## config.mk

```make
export PLATFORM = sky130hd
export DESIGN_NAME = seg7_scan_driver
export DESIGN_NICKNAME = d
export VERILOG_FILES = /design/src/rtl/seg7_scan_driver.sv
export SDC_FILE = /design/constraint.sdc
export NUM_CORES = 1
export LEC_CHECK = 0
export ABC_AREA = 0
export CAP_MARGIN = 10
export CORE_ASPECT_RATIO = 2
export CORE_UTILIZATION = 34
export CTS_BUF_LIST = sky130_fd_sc_hd__clkbuf_8 sky130_fd_sc_hd__clkbuf_16
export CTS_CLUSTER_SIZE = 20
export DETAILED_ROUTE_END_ITERATION = 10
export PLACE_DENSITY = 0.51
export SYNTH_ARGS = -nofsm -noshare
export SYNTH_HDL_FRONTEND = slang
export SYNTH_SLANG_ARGS = --single-unit
```

## constraint.sdc

```tcl
create_clock -name clk -period 5.3 [get_ports clk]
set_input_delay 1.06 -clock clk [delete_from_list [all_inputs] [get_ports clk]]
set_output_delay 1.06 -clock clk [all_outputs]
set_load 0.01 [all_outputs]
```

## src/rtl/seg7_scan_driver.sv

```systemverilog
// Four-digit multiplexed seven-segment driver. Digits are snapshotted once per
// scan frame; anode, segment and decimal-point lines are active-low and
// registered one cycle behind the scan index.
module seg7_scan_driver #(
  parameter int unsigned REFRESH_DIV  = 100000,
  parameter int unsigned BLINK_FRAMES = 64
) (
  input  logic        clk,
  input  logic        rst,
  input  logic [15:0] digits,
  input  logic        blank_lz,
  input  logic [3:0]  dp_mask,
  input  logic        blink_en,
  output logic [3:0]  an,
  output logic [6:0]  seg,
  output logic        dp,
  output logic        frame_tick
);

  localparam int unsigned CntW = (REFRESH_DIV > 1) ? $clog2(REFRESH_DIV) : 1;
  localparam int unsigned BlkW = (BLINK_FRAMES > 1) ? $clog2(BLINK_FRAMES) : 1;
  localparam logic [CntW-1:0] CntLast = CntW'(REFRESH_DIV - 1);
  localparam logic [BlkW-1:0] BlkLast = BlkW'(BLINK_FRAMES - 1);

  logic [CntW-1:0] cnt_q, cnt_d;
  logic [1:0]      idx_q, idx_d;
  logic [15:0]     shadow_q, shadow_d;
  logic [BlkW-1:0] blk_cnt_q, blk_cnt_d;
  logic            phase_on_q, phase_on_d;
  logic [3:0]      an_d;
  logic [6:0]      seg_d;
  logic            dp_d;

  logic            cnt_last;
  logic            wrap;
  logic [3:0]      lz_blank;
  logic [3:0]      cur_digit;
  logic [6:0]      cur_seg;

  assign cnt_last = (cnt_q == CntLast);
  assign wrap     = cnt_last && (idx_q == 2'd3);

  // Scan counter, digit index, frame snapshot and blink timing.
  always_comb begin
    cnt_d      = cnt_last ? '0 : cnt_q + CntW'(1);
    idx_d      = cnt_last ? idx_q + 2'd1 : idx_q;
    shadow_d   = wrap ? digits : shadow_q;
    blk_cnt_d  = blk_cnt_q;
    phase_on_d = phase_on_q;
    if (wrap) begin
      if (blk_cnt_q == BlkLast) begin
        blk_cnt_d  = '0;
        phase_on_d = ~phase_on_q;
      end else begin
        blk_cnt_d = blk_cnt_q + BlkW'(1);
      end
    end
  end

  // Leading-zero blanking cascades down from the thousands digit; ones never blank.
  always_comb begin
    lz_blank    = 4'b0000;
    lz_blank[3] = blank_lz && (shadow_q[15:12] == 4'd0);
    lz_blank[2] = lz_blank[3] && (shadow_q[11:8] == 4'd0);
    lz_blank[1] = lz_blank[2] && (shadow_q[7:4] == 4'd0);
  end

  // Select the digit under scan and decode it; codes A-F render as a dash.
  always_comb begin
    cur_digit = shadow_q[3:0];
    case (idx_q)
      2'd0:    cur_digit = shadow_q[3:0];
      2'd1:    cur_digit = shadow_q[7:4];
      2'd2:    cur_digit = shadow_q[11:8];
      default: cur_digit = shadow_q[15:12];
    endcase
    case (cur_digit)
      4'd0:    cur_seg = 7'b1000000;
      4'd1:    cur_seg = 7'b1111001;
      4'd2:    cur_seg = 7'b0100100;
      4'd3:    cur_seg = 7'b0110000;
      4'd4:    cur_seg = 7'b0011001;
      4'd5:    cur_seg = 7'b0010010;
      4'd6:    cur_seg = 7'b0000010;
      4'd7:    cur_seg = 7'b1111000;
      4'd8:    cur_seg = 7'b0000000;
      4'd9:    cur_seg = 7'b0010000;
      default: cur_seg = 7'b0111111;
    endcase
  end

  // Next output values; blink off phase darkens everything including dp.
  always_comb begin
    an_d  = 4'b1111;
    seg_d = 7'b1111111;
    dp_d  = 1'b1;
    if (!(blink_en && !phase_on_q)) begin
      an_d = ~(4'b0001 << idx_q);
      if (!lz_blank[idx_q]) begin
        seg_d = cur_seg;
      end
      dp_d = ~dp_mask[idx_q];
    end
  end

  // State and registered outputs.
  always_ff @(posedge clk or posedge rst) begin
    if (rst) begin
      cnt_q      <= '0;
      idx_q      <= 2'd0;
      shadow_q   <= 16'h0000;
      blk_cnt_q  <= '0;
      phase_on_q <= 1'b1;
      an         <= 4'b1111;
      seg        <= 7'b1111111;
      dp         <= 1'b1;
      frame_tick <= 1'b0;
    end else begin
      cnt_q      <= cnt_d;
      idx_q      <= idx_d;
      shadow_q   <= shadow_d;
      blk_cnt_q  <= blk_cnt_d;
      phase_on_q <= phase_on_d;
      an         <= an_d;
      seg        <= seg_d;
      dp         <= dp_d;
      frame_tick <= wrap;
    end
  end

endmodule

```

---- Yosys cells after proc, flatten, opt, wreduce, memory -nomap -nowiden ----
Memories as Yosys holds them, arrays and structs flattened.
Index checks and enable logic that the tools add are counted.
word-level totals
  register bits ........................... 55
  latch bits .............................. 0
  memory bits (writable) .................. 0
  ROM bits ................................ 112
  input port bits ......................... 24
  output and inout port bits .............. 13
  logic and storage cells ................. 45
  memories kept ........................... 1
memories
  memory            depth  width  read ports  clocked after memory_dff  wr ports  line  RTL
  (name not given)  16     7      1           0                         0         77    case (cur_digit)
operators by class
  add/sub/neg operators ................... 3
  multiply operators ...................... 0
  div/mod/pow operators ................... 0
  $lt $le $gt $ge ......................... 1
  equality and inequality tests ........... 5
  shifts and indexed selects .............. 1
  multiplexer cells ....................... 11
  bitwise operators ....................... 3
  reductions and logical operators ........ 11
operators with widths
  cell                                                                  count
  17-bit by 1-bit adder with 17-bit output, second input constant       1
  17-bit == test, second input constant                                 1
  17-bit two-way mux                                                    1
  7-bit two-way mux                                                     2
  4-bit zero test                                                       3
  4-bit case mux with 3 select lines                                    1
  6-bit by 1-bit adder with 6-bit output, second input constant         1
  6-bit == test, second input constant                                  1
  6-bit two-way mux                                                     1
  1-bit logical AND                                                     5
  1-bit binary-select mux with 2-bit select                             2
  2-bit == test, second input constant                                  2
  4-bit two-way mux                                                     1
  4-bit inverter                                                        1
  1-bit by 2-bit << shifter with 4-bit output, first input constant     1
  2-bit by 3-bit < comparator with 1-bit output, second input constant  1
  1-bit two-way mux                                                     3
  2-bit by 1-bit adder with 2-bit output, second input constant         1
  2-bit by 1-bit == test with 1-bit output, second input constant       1
  2-bit zero test                                                       1
  1-bit inverter                                                        2
  2-bit AND reduction                                                   1
  1-bit zero test                                                       1

---- Logic depth before layout (Yosys ltp) ----
  depth in word-level cells ............... 8
  depth in mapped cells ................... 9

---- Least setup slack after synthesis ----
OpenSTA, ideal clock, no wires.
  path kind ............................... register to register
  start point ............................. register cnt_q[12]
  end point ............................... register blk_cnt_q[1]
  arrival ................................. 1.892 ns
  data required time ...................... 5.173 ns
  slack ................................... 3.281 ns
  stages on the path, launching flop included .. 7
  path buffers ............................ 1
  cell sequence ........................... dfrtp_1 > or4b_4 > nor4_4 > nand2_2 > clkinv_2 > buf_6 > mux2_1
between the ends
  longest elaborated chain between the ends .. 2
RTL lines
  what                    line  RTL
  start, declared         25    logic [CntW-1:0] cnt_q, cnt_d;
  start signal, assigned  119   cnt_q <= cnt_d;
  17-bit == test          40    assign cnt_last = (cnt_q == CntLast);
  1-bit logical AND       41    assign wrap = cnt_last && (idx_q == 2'd3);
  end signal, assigned    122   blk_cnt_q <= blk_cnt_d;
  end, declared           28    logic [BlkW-1:0] blk_cnt_q, blk_cnt_d;
Every way passes these cells.
A chain may end at the register's enable or synchronous reset.

---- Worst setup path after layout ----
  start point ............................. register cnt_q[12]
  end point ............................... register shadow_q[7]
between the ends
  longest elaborated chain between the ends .. 2
RTL lines
  what                  line  RTL
  17-bit == test        40
  1-bit logical AND     41
  end signal, assigned  121   shadow_q <= shadow_d;
  end, declared         27    logic [15:0] shadow_q, shadow_d;
Every way passes these cells.

==> results.txt <==
Drt total wl: 5440 microns
Antenna viol nets, final: 0
Synthesized Nets: 260
Hold Buf Count CTS: 0
Die height: 125 microns
CP cell instances: or4b_4, nor4_4, nand2_2, clkinv_2, mux2_2
Ys async rst share: 100%
Crit path time final: 2.55 ns
Reg clk slew, reported paths: 0.07 ns
CP Launch Type: flip-flop
Rel. slew slack: 57.5%
Htree depth: 2
Setup Fix Bufs, Post-CTS: 0
Seq/Total Area, Yosys: 54.2%
Total grt overflow: 0
Via count of the routed design: 1,794
CP max stage cell: nor4_4
Worst hold path class: reg -> reg
Leak: 1.43 nW
Core Rows: 44
Switch share: 20.6%
HPWL Detailed: 4110 microns
YS warnings: 0
First-pass GRT wire length: 9490 microns
Data required time of the critical path: 5.48 ns
Layout area overhead: 23.5%
Most common cell after layout, fill and taps aside: dfrtp_1
Commonest non-fill, non-tap cells in the layout: dfrtp_1, clkdlybuf4s50_1, nand2_1
Met2 Resource Use GR: 29.0%
DIE WIDTH: 63.5 microns
Status: finished, final reports clean
Clk_skew: 0.0100 ns
Syn Area/Cell: 11.4 sq um
Max_cap viols: 0
Initial Util: 35.3%
DR pass1 iterations: 4
Clock power frac: 41.8%
GPL Wtd Cong: 0.761
Crit path kind: reg -> reg
Layout Nets: 300
Total power: 0.799 mW
Setup TNS: 0 ns
Core Region: 7270 sq um
Comb pwr share: 4.9%
Final period utilization: 48.0%
Clk sinks: 55
Vias in the first global route: 1,986
Post-synthesis register bit count: 55
PD cells: 252 nW/um^2
Routed len/inst: 15.1 microns
Layout cells sized above 1: 10.9%
DR iter-0 viols: 63
I/O pin count: 37
Fmax: 393 MHz
Diodes inserted: 0
Worst-skew pair later-pin latency: 0.30 ns
GR Util met1: 16.7%
Number of buffers created by CTS: 5
PortBufs: 36
Die area: 7930 sq um
Initial antenna violation count: 0
Met3 usage: 2.56%
Main synth FF type: dfrtp_1
Worst-margin pin slew: 0.619 ns
CTS root buf: clkbuf_16
P_int: 0.635 mW
Drt drc: 0
RSZ-0062 raised after global routing: false
Sequential share of power: 53.3%
Post_cts resized: 0
GR Util All Layers: 15.7%
Crit end category: flip-flop
Slew Limit Fails: 0
Hold WS: 0.477 ns
VDD IR-drop max: 0.213 mV
Final Setup Violations: 0
Pin count of the biggest net entering global routing: 36
Vias/cell: 5.00
Max Fanout on Critical Path: 25
Net Sw Power: 0.164 mW
Post-Syn Area: 2570 sq um
Post-synth cell types: 43
Hold Fails Final Rpt: 0
Syn Inst Count: 226
GR peak layer: met2
Post-synth EDFFs: 0
CTS tree: built
WP data arrival: 2.72 ns
Clk buf depth: 2
Critical Path Max Stage Delay: 0.58 ns
## metrics by stage
step	utilization (%)	cells	setup WS (ns)	instance area, sq um
final	43.6	359	2.75	3170
after global routing	43.6	359	2.57	3170
after CTS	43.6	359	2.72	3170
after detailed placement	41.6	351	2.74	3020
after global placement	41.6	351	2.76	3020
after floorplan	-	226	2.92	2570
## Yosys cell counts (2+ instances only)
cell type / instances / area share (%)
o31ai_1: 2 / 0.58
nand2_1: 29 / 4.2
and3_1: 4 / 0.97
dfstp_2: 13 / 13
a22oi_1: 4 / 1.2
xnor2_1: 10 / 3.4
a21oi_1: 4 / 0.78
nor3_1: 3 / 0.58
mux2_1: 12 / 5.3
nand3_1: 7 / 1.4
inv_1: 11 / 1.6
o211ai_1: 2 / 0.58
mux2i_1: 3 / 1.2
nor2_1: 14 / 2.0
and2_1: 2 / 0.49
nor4_1: 3 / 0.73
or4b_4: 2 / 1.1
a222oi_1: 2 / 0.78
xor2_1: 7 / 2.4
buf_6: 2 / 0.88
nand2b_1: 2 / 0.49
ha_1: 10 / 4.9
o21ai_0: 10 / 1.9
nand4_1: 7 / 1.7
dfrtp_1: 42 / 41
and4_1: 2 / 0.68
## path summary, 6_finish.rpt
| path | cells after the start | to | slack (ns) | from |
|---|---|---|---|---|
| min | 1 | blk_cnt_q[5]$_DFFE_PP0P_ | 0.48 | blk_cnt_q[5]$_DFFE_PP0P_ |
| min in group asynchronous | 2 | cnt_q[2]$_DFF_PP0_ | 1.09 | rst |
| max reg2reg | 5 | shadow_q[7]$_DFFE_PP0P_ | 2.75 | cnt_q[12]$_DFF_PP0_ |
| max | 5 | shadow_q[7]$_DFFE_PP0P_ | 2.75 | cnt_q[12]$_DFF_PP0_ |
| min reg2reg | 1 | blk_cnt_q[5]$_DFFE_PP0P_ | 0.48 | blk_cnt_q[5]$_DFFE_PP0P_ |
| max in group asynchronous | 3 | phase_on_q$_DFFE_PP1P_ | 3.37 | rst |
## logic make-up (layout without fill, tap and decap cells)
| logic type | after synthesis | after routing | synth area share [%] |
|---|---|---|---|
| and+or+nand+nor | 81 | 81 | 16.6 |
| muxes | 17 | 17 | 7.74 |
| DFF | 55 | 55 | 54.2 |
| adders and majority gates | 10 | 10 | 4.87 |
| AOI/OAI and AO/OA | 30 | 30 | 7.79 |
| xor gates and xnor gates | 17 | 17 | 5.80 |
| buffers and inverters | 16 | 57 | 3.02 |
## power by group through the flow
stage                     Clock, mW  Combinational [mW]  Sequential, mW
after global routing          0.361              0.0427           0.426
after global placement            0              0.0400           0.434
after detailed placement          0              0.0403           0.434
after CTS                     0.346              0.0404           0.426
after floorplan                   0             0.00930           0.436
final                         0.334              0.0389           0.426
## flip-flops by register name, indices dropped and copies added, names as in the netlist
name        cells
phase_on_q      1
cnt_q          17
blk_cnt_q       6
an              4
frame_tick      1
seg             7
idx_q           2
shadow_q       16
dp              1
## critical path, delay by kind of cell, from the launching register on
kind	cells	cell delay (ns)
muxes	1	0.37
buffers and inverters	1	0.31
DFF	1	0.40
and+or+nand+nor	3	1.34
## area by class of cell
type / count / area, sq um
clock inverter: 2 / 12.5
multi-input combinational: 155 / 1100
sequential: 55 / 1390
tap: 92 / 115
timing repair buffer: 37 / 368
clock buffer: 6 / 139
fill: 722 / 4100
inverter: 12 / 46.3
## metal layers
| metal | routed length (microns) | share of wire [%] | vias up |
|---|---|---|---|
| met2 | 3100 | 57 | 36 |
| met3 | 138 | 2.5 | 9 |
| met4 | 127 | 2.3 | 0 |
| met5 | 0 | 0 | - |
| met1 | 2070 | 38 | 873 |
| li1 | - | - | 876 |
No activity file was read; power rests on OpenSTA's default activity.
